==> src/rtl/srt4_pkg.sv <==
// rtl/srt4_pkg.sv - shared types and constants for the radix-4 SRT divider sequencer
package srt4_pkg;

  localparam int ITER_DEF = 4;
  localparam int KMAX_DEF = 7;
  localparam int T1_DEF   = 2;
  localparam int T2_DEF   = 6;

  localparam int C0  = 0;
  localparam int C1  = 1;
  localparam int C2  = 2;
  localparam int C3  = 3;
  localparam int C4  = 4;
  localparam int C5  = 5;
  localparam int C6  = 6;
  localparam int C7  = 7;
  localparam int C8  = 8;
  localparam int C9  = 9;
  localparam int C10 = 10;
  localparam int C11 = 11;
  localparam int C12 = 12;
  localparam int C13 = 13;
  localparam int C14 = 14;

  typedef logic signed [2:0] digit_t;

  typedef enum logic [3:0] {
    S_IDLE, S_LOAD, S_LOADB, S_NORM, S_NSH, S_QSEL, S_SH, S_ASET,
    S_ADD, S_FIX, S_CORR, S_CONV, S_DEN, S_DGAP, S_DONE, S_ERR
  } state_t;

endpackage

==> src/rtl/srt4_control_unit_if.sv <==
// rtl/srt4_control_unit_if.sv - status/strobe bundle between sequencer and datapath
interface srt4_control_unit_if;
  logic        start;
  logic        b_msb;
  logic        b_zero;
  logic [8:0]  p_q;
  logic [14:0] c;
  logic        busy;
  logic        done;
  logic        div_by_zero;
  logic [2:0]  norm_cnt;

  modport master (
    input  start, b_msb, b_zero, p_q,
    output c, busy, done, div_by_zero, norm_cnt
  );

  modport slave (
    output start, b_msb, b_zero, p_q,
    input  c, busy, done, div_by_zero, norm_cnt
  );
endinterface

==> src/rtl/srt4_digit_sel.sv <==
// rtl/srt4_digit_sel.sv - quotient digit selection from the P estimate
// and the qualifier encoding that goes with each digit.
module srt4_digit_sel
  import srt4_pkg::*;
#(
  parameter int T1 = T1_DEF,
  parameter int T2 = T2_DEF
) (
  input  logic signed [4:0] pe,
  output digit_t            q,
  output logic [3:0]        sh_qual,
  output logic [1:0]        add_qual
);
  localparam logic signed [4:0] T1P = 5'(T1);
  localparam logic signed [4:0] T1N = 5'(-T1);
  localparam logic signed [4:0] T2P = 5'(T2);
  localparam logic signed [4:0] T2N = 5'(-T2);

  // sh_qual = {c7, c6, c5, c4}, add_qual = {c10, c9}
  always_comb begin
    sh_qual  = '0;
    add_qual = '0;
    if (pe >= T2P)      q = 3'sd2;
    else if (pe >= T1P) q = 3'sd1;
    else if (pe >= T1N) q = 3'sd0;
    else if (pe >= T2N) q = -3'sd1;
    else                q = -3'sd2;
    case (q)
      3'sd2:   begin sh_qual = 4'b1000; add_qual = 2'b11; end
      3'sd1:   begin sh_qual = 4'b0001; add_qual = 2'b01; end
      -3'sd1:  begin sh_qual = 4'b0010; add_qual = 2'b00; end
      -3'sd2:  begin sh_qual = 4'b0100; add_qual = 2'b10; end
      default: begin sh_qual = 4'b0000; add_qual = 2'b00; end
    endcase
  end
endmodule

==> src/rtl/srt4_control_unit.sv <==
// rtl/srt4_control_unit.sv - sequencer issuing registered c0..c14 strobes
// for load, normalise, radix-4 iterate, correct, convert and denormalise.
module srt4_control_unit
  import srt4_pkg::*;
#(
  parameter int ITER = ITER_DEF,
  parameter int KMAX = KMAX_DEF,
  parameter int T1   = T1_DEF,
  parameter int T2   = T2_DEF
) (
  input  logic clk,
  input  logic rst_b,
  srt4_control_unit_if.master bus
);
  localparam int IW = $clog2(ITER + 1);

  state_t        state, state_nxt;
  logic [14:0]   c_r, c_nxt;
  logic          busy_r, busy_nxt, done_r, done_nxt, err_r, err_nxt;
  logic [2:0]    k_r, k_nxt, dcnt_r, dcnt_nxt;
  logic [IW-1:0] it_r, it_nxt, it_inc;
  logic [3:0]    shq_r, shq_nxt, sel_shq;
  logic [1:0]    adq_r, adq_nxt, sel_adq;
  logic          zero_r, zero_nxt;
  digit_t        q_sel;
  logic          unused_p;

  assign unused_p = ^{bus.p_q[7], bus.p_q[1:0]};
  assign it_inc   = it_r + IW'(1);

  srt4_digit_sel #(.T1(T1), .T2(T2)) u_sel (
    .pe       ($signed(bus.p_q[6:2])),
    .q        (q_sel),
    .sh_qual  (sel_shq),
    .add_qual (sel_adq)
  );

  // Outputs are computed for the state being entered so they come straight from flops.
  always_comb begin
    state_nxt = state;
    k_nxt     = k_r;
    it_nxt    = it_r;
    dcnt_nxt  = dcnt_r;
    err_nxt   = err_r;
    shq_nxt   = shq_r;
    adq_nxt   = adq_r;
    zero_nxt  = zero_r;
    c_nxt     = '0;
    busy_nxt  = 1'b1;
    done_nxt  = 1'b0;
    case (state)
      S_IDLE:  if (bus.start) begin state_nxt = S_LOAD; err_nxt = 1'b0; k_nxt = '0; end
      S_LOAD:  state_nxt = S_LOADB;
      S_LOADB: state_nxt = S_NORM;
      S_NORM: begin
        if (bus.b_zero) state_nxt = S_ERR;
        else if (bus.b_msb || k_r == 3'(KMAX)) begin state_nxt = S_QSEL; it_nxt = '0; end
        else begin state_nxt = S_NSH; k_nxt = k_r + 3'd1; end
      end
      S_NSH:   state_nxt = S_NORM;
      S_QSEL:  state_nxt = S_SH;
      S_SH: begin
        it_nxt = it_inc;
        if (!zero_r)              state_nxt = S_ASET;
        else if (it_inc == IW'(ITER)) state_nxt = S_FIX;
        else                      state_nxt = S_QSEL;
      end
      S_ASET:  state_nxt = S_ADD;
      S_ADD:   state_nxt = (it_r == IW'(ITER)) ? S_FIX : S_QSEL;
      S_FIX:   state_nxt = bus.p_q[8] ? S_CORR : S_CONV;
      S_CORR:  state_nxt = S_CONV;
      S_CONV: begin
        if (k_r == 3'd0) state_nxt = S_DONE;
        else begin state_nxt = S_DEN; dcnt_nxt = k_r; end
      end
      // DGAP drops c14 between shifts so every shift sees its own rising edge
      S_DEN: begin
        dcnt_nxt  = dcnt_r - 3'd1;
        state_nxt = (dcnt_r == 3'd1) ? S_DONE : S_DGAP;
      end
      S_DGAP:  state_nxt = S_DEN;
      default: state_nxt = S_IDLE;
    endcase

    if (state_nxt == S_QSEL) begin
      shq_nxt  = sel_shq;
      adq_nxt  = sel_adq;
      zero_nxt = (q_sel == '0);
    end

    case (state_nxt)
      S_IDLE:  busy_nxt = 1'b0;
      S_LOAD:  c_nxt[C0] = 1'b1;
      S_LOADB: c_nxt[C1] = 1'b1;
      S_NSH:   c_nxt[C2] = 1'b1;
      S_QSEL:  c_nxt[C7:C4] = shq_nxt;
      S_SH:    begin c_nxt[C3] = 1'b1; c_nxt[C7:C4] = shq_nxt; end
      S_ASET:  c_nxt[C10:C9] = adq_nxt;
      S_ADD:   begin c_nxt[C8] = 1'b1; c_nxt[C10:C9] = adq_nxt; end
      S_CORR:  begin c_nxt[C11] = 1'b1; c_nxt[C12] = 1'b1; end
      S_CONV:  c_nxt[C13] = 1'b1;
      S_DEN:   c_nxt[C14] = 1'b1;
      S_DONE:  begin busy_nxt = 1'b0; done_nxt = 1'b1; end
      S_ERR:   begin busy_nxt = 1'b0; done_nxt = 1'b1; err_nxt = 1'b1; end
      default: ;
    endcase
  end

  always_ff @(posedge clk or negedge rst_b) begin
    if (!rst_b) begin
      state  <= S_IDLE;
      c_r    <= '0;
      busy_r <= 1'b0;
      done_r <= 1'b0;
      err_r  <= 1'b0;
      k_r    <= '0;
      dcnt_r <= '0;
      it_r   <= '0;
      shq_r  <= '0;
      adq_r  <= '0;
      zero_r <= 1'b0;
    end else begin
      state  <= state_nxt;
      c_r    <= c_nxt;
      busy_r <= busy_nxt;
      done_r <= done_nxt;
      err_r  <= err_nxt;
      k_r    <= k_nxt;
      dcnt_r <= dcnt_nxt;
      it_r   <= it_nxt;
      shq_r  <= shq_nxt;
      adq_r  <= adq_nxt;
      zero_r <= zero_nxt;
    end
  end

  assign bus.c           = c_r;
  assign bus.busy        = busy_r;
  assign bus.done        = done_r;
  assign bus.div_by_zero = err_r;
  assign bus.norm_cnt    = k_r;
endmodule

==> src/flat_wrapper.sv <==
// flat-port wrapper written by rule: the top's interface ports become plain ports
module srt4_control_unit_flat import srt4_pkg::*;
#(
  parameter int ITER = ITER_DEF,
  parameter int KMAX = KMAX_DEF,
  parameter int T1   = T1_DEF,
  parameter int T2   = T2_DEF
)
  (clk, rst_b, bus_start, bus_b_msb, bus_b_zero, bus_p_q, bus_c, bus_busy, bus_done, bus_div_by_zero, bus_norm_cnt);
  srt4_control_unit_if bus_i ();
  input  logic clk;
  input  logic rst_b;
  input wire logic [$bits(bus_i.start)-1:0] bus_start;
  input wire logic [$bits(bus_i.b_msb)-1:0] bus_b_msb;
  input wire logic [$bits(bus_i.b_zero)-1:0] bus_b_zero;
  input wire logic [$bits(bus_i.p_q)-1:0] bus_p_q;
  output wire logic [$bits(bus_i.c)-1:0] bus_c;
  output wire logic [$bits(bus_i.busy)-1:0] bus_busy;
  output wire logic [$bits(bus_i.done)-1:0] bus_done;
  output wire logic [$bits(bus_i.div_by_zero)-1:0] bus_div_by_zero;
  output wire logic [$bits(bus_i.norm_cnt)-1:0] bus_norm_cnt;
  assign bus_i.start = bus_start;
  assign bus_i.b_msb = bus_b_msb;
  assign bus_i.b_zero = bus_b_zero;
  assign bus_i.p_q = bus_p_q;
  assign bus_c = bus_i.c;
  assign bus_busy = bus_i.busy;
  assign bus_done = bus_i.done;
  assign bus_div_by_zero = bus_i.div_by_zero;
  assign bus_norm_cnt = bus_i.norm_cnt;
  srt4_control_unit #(.ITER(ITER), .KMAX(KMAX), .T1(T1), .T2(T2)) u_core (.clk(clk), .rst_b(rst_b), .bus(bus_i));
endmodule
==> config.mk <==
export PLATFORM = sky130hd
export DESIGN_NAME = srt4_control_unit_flat
export DESIGN_NICKNAME = d
export VERILOG_FILES = /design/src/rtl/srt4_pkg.sv /design/src/rtl/srt4_control_unit_if.sv /design/src/rtl/srt4_digit_sel.sv /design/src/rtl/srt4_control_unit.sv /design/src/flat_wrapper.sv
export SDC_FILE = /design/constraint.sdc
export NUM_CORES = 1
export LEC_CHECK = 0
export CAP_MARGIN = 15
export CORE_ASPECT_RATIO = 1.75
export CORE_MARGIN = 2
export CORE_UTILIZATION = 45
export CTS_BUF_LIST = sky130_fd_sc_hd__clkbuf_16
export CTS_CLUSTER_SIZE = 8
export DETAILED_ROUTE_END_ITERATION = 10
export GPL_TIMING_DRIVEN = 0
export PLACE_DENSITY = 0.72
export SYNTH_ARGS = -nofsm -noshare
export SYNTH_HDL_FRONTEND = slang
export SYNTH_SLANG_ARGS = --single-unit
==> constraint.sdc <==
create_clock -name clk -period 2.9 [get_ports clk]
set_clock_uncertainty 0.15 [all_clocks]
set_input_delay 0.87 -clock clk [delete_from_list [all_inputs] [get_ports clk]]
set_output_delay 0.87 -clock clk [all_outputs]
set_load 0.005 [all_outputs]
==> flow_summary_export.csv <==
group,metric,value,unit
synthesis,synth_edf_count,0,
grt,grt_antenna_before_repair,0,
synthesis,async_reset_ff_share,100,%
floorplan,die_w,54.5,µm
placed_design,hpwl,3050,µm
clock_tree,clk_latency,0.28,ns
synthesis,synth_top_cell_by_area,"dfrtp_1",
synthesis,synth.top_cell.area_share,46.2,%
clock_tree,cts_inserted_buffers,5,
setup_path,worstPathRequired,2.91,ns
floorplan,placementRows,32,
synthesis,yosys-top-cells-count,"dfrtp_1 (37), nor2_1 (13), inv_1 (12), nand2_1 (11), ha_1 (8)",
setup_path,startpoint_type,"input port",
grt,grt_pass1_wl,6760,µm
timing,max_freq,360,MHz
placed_design,numPortBuffers,30,
timing,hold_violations,0,
setup_path,worstPathMaxFanout,4,
timing,finalCriticalPeriod,2.78,ns
timing,rsz0062_at_grt,"no",
synthesis,synth_area,0.00200,mm²
final_layout,syn_to_final_growth,26.3,%
power,irDropWorstVdd,0.000524,V
synthesis,yosysWarnings,0,
synthesis,yosys-top-cells-area,"dfrtp_1 (46%), ha_1 (5.0%), a22o_1 (3.1%), nor2_1 (2.4%), buf_6 (2.2%)",
route,first_pass_iters,4,
floorplan,die-height,92.3,µm
grt,grt_max_degree,38,
floorplan,fp.coreArea,0.00436,mm²
floorplan,initial_core_util,45.9,%
timing,setup_viol,0,
synthesis,synth_top_flop_cell,"dfrtp_1",
route,drc,0,
synthesis,yosysSeqAreaShare,46.2,%
power,p_per_area,1130,mW/mm²
floorplan,die_area,0.00503,mm²
final_layout,final_layout_size_suffix_gt1_share,15.9,%
route,drt_iter0_drc,45,
final_layout,fin_nets,248,
placed_design,dp.cells,266,
placed_design,place.gp.congestion,0.950,
final_layout,fin_cells,277,
grt,track_usage,18.9,%
clock_tree,cts-root-buf,"clkbuf_16",
setup_path,arrival,2.79,ns
clock_tree,cts_tree,"yes",
synthesis,yosysMostFrequentCell,"dfrtp_1",
timing,tightest_slew,0.814,ns
clock_tree,cts_buffer_depth,2,
route,wl_per_cell,15.2,µm
power,power,2.86,mW
status,status,"completed",
route,wl,4220,µm
timing,period_share,95.8,%
clock_tree,h-tree-depth,2,
setup_path,timing.reg2reg.setup_slack,0.32,ns
floorplan,pin_count,35,
clock_tree,clock_sinks,37,
synthesis,syn_area_per_cell,10.8,µm²
grt,grt.overflow.total,0,
final_layout,fin_util,58.0,%
final_layout,diodes,0,
grt,grt_pass1_vias,1437,
setup_path,crit_type,"in -> reg",
synthesis,synth_cell_type_count,52,
route,postRouteAntennaNets,0,
final_layout,nFillCells,384,
synthesis,syn_inst,185,
synthesis,syn_nets,207,
flow_run,max_cap_violations,0,
timing,drv_slew,0,
synthesis,synth_seq_cells,37,
route,viasPerCell,5.52,
clock_tree,clk_pin_slew,0.05,ns
power,p_leak,1.15,nW
setup_path,endpoint_kind,"flop",
timing,slew_headroom,45.7,%
route,num_vias,1530,
worst_hold_path,hold_class,"reg -> reg",
-- routing by layer --
layer	GRT usage, %	part of all wire, %	vias to the layer above
met2	33.0	56	34
met3	3.39	2.9	10
met4	8.96	2.6	0
met1	20.9	39	751
li1	-	-	735
met5	0	0	-
-- worst max-delay path: stages --
cell             delay (ns)
clkdlybuf4s50_1        0.42
or3_1                  0.39
a22oi_1                0.24
o221ai_2               0.20
nor4b_4                0.18
buf_4                  0.18
mux2_1                 0.31
-- what timing repair did --
| item | in CTS | in global routing |
|---|---|---|
| setup endpoints to repair | 3 | 7 |
| pin swaps | 1 | 1 |
| resized for setup | 0 | 1 |
| hold buffers | 0 | 0 |
| setup buffers | 2 | 2 |
-- sequential cells by signal, indices dropped and copies added (netlist names) --
signal                  cells
u_core.it_r                 3
u_core.bus.norm_cnt         3
u_core.shq_r                4
u_core.bus.div_by_zero      1
u_core.bus.done             1
u_core.state                4
u_core.adq_r                2
u_core.dcnt_r               3
u_core.zero_r               1
u_core.bus.c               14
u_core.bus.busy             1
-- metrics by stage --
step           setup TNS [ns]  hold WS (ns)  worst slack (ns)  cell area, µm²
2_1_floorplan               0         0.307             0.410            2000
3_3_place_gp            -5.66         0.320            -0.337            2370
3_5_place_dp            -4.27         0.328            -0.360            2360
4_1_cts                     0         0.344           0.00839            2510
5_1_grt                     0         0.363            0.0742            2530
6_report                    0         0.347             0.122            2530
-- layout by cell type, fill, tap and decap left out, drive strengths merged, types with 2 or more instances in the layout --
cell type,count
o22ai,2
o221ai,2
or3,2
mux2i,3
nand2b,4
mux2,7
o31ai,3
nor4,2
dfrtp,37
nor2,13
nand2,11
a21oi,6
and2,3
clkbuf,5
xor2,2
a22o,7
o21a,2
nor3b,5
inv,14
clkdlybuf4s50,28
o21ai,11
ha,8
nor2b,4
o211ai,3
or2,2
nand3,5
buf,15
a22oi,2
-- area by class of cell --
class | count | area, µm² | area share, %
Multi-Input combinational cell | 124 | 943 | 37.3
Sequential cell | 37 | 926 | 36.6
Timing Repair Buffer | 34 | 328 | 12.9
Clock buffer | 5 | 125 | 4.94
Buffer | 10 | 82.6 | 3.26
Tap cell | 51 | 63.8 | 2.52
Inverter | 14 | 52.6 | 2.08
Clock inverter | 2 | 11.3 | 0.445
-- logic make-up after synthesis --
logic type                 after synthesis  share of synthesized area [%]
AOI/OAI and AO/OA                       45                           18.0
xor gates and xnor gates                 2                          0.874
adders and majority gates                8                           4.99
buffers and inverters                   24                           6.74
DFF                                     37                           46.2
muxes                                   10                           5.99
and+or+nand+nor                         59                           17.2
-- power by group --
| part | leakage (nW) | total (mW) | switching (mW) | internal, mW |
|---|---|---|---|---|
| Combinational | 0.607 | 1.49 | 0.739 | 0.750 |
| Clock | 0.0633 | 0.514 | 0.204 | 0.310 |
| Sequential | 0.479 | 0.853 | 0.135 | 0.718 |
| Total | 1.15 | 2.86 | 1.08 | 1.78 |
-- path summary, 6_finish.rpt --
check | start | end | depth (start not counted)
max | bus_b_msb | u_core.shq_r[3] | 7
min | u_core.adq_r[1] | u_core.adq_r[1] | 1
max reg2reg | u_core.bus.norm_cnt[0] | u_core.shq_r[3] | 8
min reg2reg | u_core.adq_r[1] | u_core.adq_r[1] | 1
max in group asynchronous | rst_b | u_core.bus.done | 1
min in group asynchronous | rst_b | u_core.bus.div_by_zero | 1
Note: power is estimated with default switching activity, not from simulation.
